<file path="src/rtl/instruction_fetch.sv">
`default_nettype none
// instruction_fetch: single-issue fetch stage with a 1-cycle combinational-ROM fetch,
// stall hold, branch redirect with one bubble, and a saturating fetch counter.
module instruction_fetch #(
   parameter logic [15:0] RESET_ADDR = 16'd0,
   parameter logic [27:0] NOP_WORD   = 28'd0
) (
   input  logic        Clock,
   input  logic        Reset,
   input  logic        iEnable,
   input  logic        iStall,
   input  logic        iBranchTaken,
   input  logic [7:0]  iBranchTarget,
   input  logic [27:0] iInstruction,
   output logic [15:0] oAddress,
   output logic [27:0] oInstruction,
   output logic [15:0] oPC,
   output logic        oValid,
   output logic [15:0] oFetchCount
);

   typedef enum logic [1:0] {
      IDLE   = 2'b00,
      RUN    = 2'b01,
      BUBBLE = 2'b10
   } state_t;

   state_t      state;
   state_t      state_next;
   logic [15:0] pc;
   logic [27:0] instr_q;
   logic [15:0] pc_q;
   logic        valid_q;
   logic [15:0] fetch_count;

   logic        do_fetch;
   logic        do_branch;
   logic        drop_valid;

   // Branch beats stall and enable in RUN; BUBBLE fetches unconditionally.
   always_comb begin
      state_next = state;
      do_fetch   = 1'b0;
      do_branch  = 1'b0;
      drop_valid = 1'b0;
      case (state)
         IDLE: begin
            if (iEnable) begin
               state_next = RUN;
            end
         end
         RUN: begin
            if (iBranchTaken) begin
               do_branch  = 1'b1;
               state_next = BUBBLE;
            end else if (!iEnable) begin
               drop_valid = 1'b1;
               state_next = IDLE;
            end else if (!iStall) begin
               do_fetch = 1'b1;
            end
         end
         BUBBLE: begin
            do_fetch   = 1'b1;
            state_next = RUN;
         end
         default: begin
            drop_valid = 1'b1;
            state_next = IDLE;
         end
      endcase
   end

   always_ff @(posedge Clock) begin
      if (Reset) begin
         state       <= IDLE;
         pc          <= RESET_ADDR;
         instr_q     <= NOP_WORD;
         pc_q        <= RESET_ADDR;
         valid_q     <= 1'b0;
         fetch_count <= 16'd0;
      end else begin
         state <= state_next;
         if (do_branch) begin
            pc      <= {8'h00, iBranchTarget};
            instr_q <= NOP_WORD;
            valid_q <= 1'b0;
         end else if (do_fetch) begin
            instr_q <= iInstruction;
            pc_q    <= pc;
            pc      <= pc + 16'd1;
            valid_q <= 1'b1;
            if (fetch_count != 16'hFFFF) begin
               fetch_count <= fetch_count + 16'd1;
            end
         end else if (drop_valid) begin
            valid_q <= 1'b0;
         end
      end
   end

   assign oAddress     = pc;
   assign oInstruction = instr_q;
   assign oPC          = pc_q;
   assign oValid       = valid_q;
   assign oFetchCount  = fetch_count;

endmodule
`default_nettype wire

</file>
<file path="config.mk">
export PLATFORM = sky130hd
export DESIGN_NAME = instruction_fetch
export DESIGN_NICKNAME = d
export VERILOG_FILES = /design/src/rtl/instruction_fetch.sv
export SDC_FILE = /design/constraint.sdc
export NUM_CORES = 1
export LEC_CHECK = 0
export CAP_MARGIN = 30
export CORE_MARGIN = 2
export CORE_UTILIZATION = 46
export CTS_BUF_LIST = sky130_fd_sc_hd__clkbuf_8
export CTS_CLUSTER_SIZE = 24
export DETAILED_ROUTE_END_ITERATION = 10
export GPL_TIMING_DRIVEN = 0
export HOLD_SLACK_MARGIN = 0.02
export PLACE_DENSITY = 0.82
export SLEW_MARGIN = 20
export SYNTH_ARGS = -nofsm -noshare
export SYNTH_HDL_FRONTEND = slang
export SYNTH_SLANG_ARGS = --single-unit
</file>
<file path="constraint.sdc">
create_clock -name Clock -period 2.3 [get_ports Clock]
set_input_delay 0.46 -clock Clock [delete_from_list [all_inputs] [get_ports Clock]]
set_output_delay 0.46 -clock Clock [all_outputs]
set_load 0.02 [all_outputs]
</file>
==> out/qor.txt <==
Syn Inst Count - 384
Average vias per placed instance - 5.13
Slowest cell on crit path - dfxtp_1
Avg Inst Size Synth - 8.58 sq um
Synth Flop Type - dfxtp_1
DR iter-0 viols - 167
First-pass GRT wire length - 13800 um
Nets@finish - 561
Lkg Pwr - 1.72 nW
Initial antenna violation count - 0
Fill cells - 566
Async set or reset register ratio after synthesis - 0%
Flops & latches, synth - 79
Most common cell on crit path - clkbuf_4
Root Driver - clkbuf_8
Crit Reg-Reg Startpoint - state[1]$_SDFFE_PP0P_
Crit Path Class - reg2reg
Clk Latency, worst-skew pair - 350 ps
Synth warn - 0
Post-layout min period - 2070 ps
Final Core Density - 70.1%
DIE AREA - 7850 sq um
Number of flops mapped to enable cells by yosys - 0
Max Cap Violations - 0
Initial Util - 47.9%
Largest net degree at the start of global routing - 14
Hold path cells - 2
# diodes - 0
Antenna-violating nets left - 0
Max VDD drop - 0.380 mV
Vias in the first global route - 2935
Post-route DRC - 0
Share of cells above drive strength 1 - 6.17%
Hold crit path type - reg2reg
Max frequency - 484 MHz
Hold Startpoint - oInstruction[7]$_SDFFE_PP0P_
Crit end category - flop
# hold bufs at CTS - 0
Final non-filler cell total - 615
Layout Skew - 10.3 ps
Final period utilization - 89.9%
Core area - 6870 sq um
Reg2reg end - oPC[7]$_SDFFE_PP0P_
Avg WL per Cell - 13.9 um
Placed Cells - 596
Area Growth Syn to Fin - 46.2%
Die W - 88.6 um
Pre-CTS worst setup slack - -185 ps
Arr. time, crit path - 2300 ps
Num ports - 118
# setup viols final - 0
Gr usage total - 22.6%
Tightest Pin Transition - 553 ps
Final wirelength - 8550 um
RD Place Congestion - 0.897
Startpoint types - flop
Status - complete, no violations
CTS tree - built
Slew Limit Fails - 0
DR vias - 3154
H-tree depth - 3
Post-Syn Area - 3290 sq um
Worst EP required - 2540 ps
CP Max Fanout - 10
CTS clk-pin slew, worst paths - 80 ps
Worst r2r path cells - 8
Post-route setup slack - 233 ps
Total power - 2.82 mW
Post-synthesis cell type count - 42
Die Y - 88.6 um
Worst Hold End - oInstruction[7]$_SDFFE_PP0P_
TritonCTS buffer count - 9
Crit path cell chain - inv_1 -> ha_1 -> and3b_1 -> o211ai_4 -> clkbuf_4 -> clkbuf_4 -> mux2i_1 -> nor2_1
HPWL Detailed - 6360 um
Endpoints failing hold - 0
R2R Setup Slk - 230 ps
Congestion Overflow GR - 0
Clock Path Buffers - 2
Net Count, Synth - 431
Sink Count - 79
Register area share after synthesis - 48.0%
Slew headroom - 63.0%
Max incr delay on CP - 400 ps
# port buffers - 116
PD cells - 585 nW/um^2
First-pass detailed-route iteration total - 4
Cell Rows - 30
==> through the flow <==
stage               TNS [ps]  hold slack, ps  instance area (sq um)
floorplan                  0             510                   3290
global placement       -3690             441                   4570
detailed placement     -4710             447                   4570
CTS                        0             457                   4770
global route           -8.11             478                   4810
finish                     0             455                   4810
==> flip-flops by register name (all words and copies together) (netlist names) <==
name          count
oInstruction     28
oAddress         16
oFetchCount      16
oPC              16
state             2
oValid            1
==> power by group <==
group | internal, mW | switching (mW)
Clock | 0.527 | 0.507
Combinational | 0.167 | 0.181
Sequential | 1.40 | 0.0381
Total | 2.09 | 0.726
==> critical path, delay by kind of cell, from the launching register on <==
kind                     cells  cell delay, ps
AO/OA/AOI/OAI                1             230
adder cells (fa/ha/maj)      1             250
buffers and inverters        3             570
flip-flops                   1             400
multiplexers                 1             210
AND/OR/NAND/NOR              2             290
==> routing by layer <==
metal | wire length [um] | track usage (%) | up-vias
met2 | 3910 | 36.0 | 130
met4 | 224 | 10.2 | 0
li1 | - | - | 1573
met1 | 3680 | 27.2 | 1428
met5 | 0 | 0 | -
met3 | 737 | 8.58 | 23
==> cells in the mapped netlist (2+ instances only) <==
master / number / share of area [%]
nand2b_1: 2 / 0.38
and3_1: 3 / 0.57
nand3_1: 9 / 1.4
nor3_1: 10 / 1.5
mux2i_1: 14 / 4.3
a211oi_1: 7 / 1.6
nand4_1: 7 / 1.3
and4_1: 4 / 1.1
dfxtp_1: 79 / 48
xnor2_1: 21 / 5.6
clkbuf_1: 11 / 1.3
nor2_1: 53 / 6.0
o21ai_0: 5 / 0.76
nor4_1: 6 / 1.1
a21oi_1: 36 / 5.5
buf_2: 4 / 0.61
buf_1: 4 / 0.46
inv_1: 8 / 0.91
ha_1: 6 / 2.3
xor2_1: 5 / 1.3
or3_1: 2 / 0.38
nand2_1: 68 / 7.8
==> final cells by class <==
cell class | count | area (sq um) | area share (%)
multi-input combinational | 278 | 1620 | 33.6
sequential | 79 | 1580 | 32.8
timing repair buffer | 119 | 1180 | 24.6
clock buffer | 10 | 138 | 2.86
tap | 96 | 120 | 2.49
buffer | 19 | 83.8 | 1.74
clock inverter | 6 | 61.3 | 1.27
inverter | 8 | 30.0 | 0.624
==> layout by cell type (no fill, tap or decap), types with 2 or more instances in the layout <==
cell type / synthesis / layout
mux2i_1: 14 / 14
xor2_1: 5 / 5
nand4_1: 7 / 7
clkbuf_8: 0 / 10
nor3_1: 10 / 10
buf_2: 4 / 2
nand2_1: 68 / 67
a21oi_1: 36 / 36
nor2_1: 53 / 53
nand2b_1: 2 / 2
xnor2_1: 21 / 21
buf_1: 4 / 3
clkbuf_4: 0 / 2
dfxtp_1: 79 / 79
or3_1: 2 / 2
nor4_1: 6 / 6
clkdlybuf4s50_1: 0 / 116
inv_1: 8 / 10
o21ai_0: 5 / 5
ha_1: 6 / 6
clkinvlp_4: 0 / 2
buf_4: 0 / 3
and4_1: 4 / 4
a211oi_1: 7 / 7
clkbuf_1: 11 / 10
nand3_1: 9 / 9
clkbuf_2: 0 / 2
and3_1: 3 / 3
==> how the worst max path moves through the flow <==
stage                                           start                            end  cells past startpoint
after floorplan           oFetchCount[0]$_SDFFE_PP0P_   oFetchCount[11]$_SDFFE_PP0P_                      6
after global placement                   iBranchTaken            oValid$_SDFFE_PP0P_                      6
after detailed placement                 iBranchTaken  oInstruction[19]$_SDFFE_PP0P_                      6
after CTS                 oFetchCount[0]$_SDFFE_PP0P_   oFetchCount[11]$_SDFFE_PP0P_                      6
after global routing            state[1]$_SDFFE_PP0P_  oInstruction[27]$_SDFFE_PP0P_                      7
final                           state[1]$_SDFFE_PP0P_            oPC[7]$_SDFFE_PP0P_                      8
==> timing repair <==
action,in CTS,in global routing
gates resized for setup,0,7
buffers inserted,0,3
endpoints found under the setup margin,0,46
==> cell families (layout without fill, tap and decap cells) <==
family          count (synthesis)  after routing  share of synthesized area (%)
compound gates                 57             57                           10.3
flops                          79             79                           48.0
buf+inv                        27            162                           3.23
simple gates                  174            174                           24.7
fa+ha+maj                       6              6                           2.28
mux                            15             15                           4.60
xor+xnor                       26             26                           6.91
No activity file was read; power rests on OpenSTA's default activity.
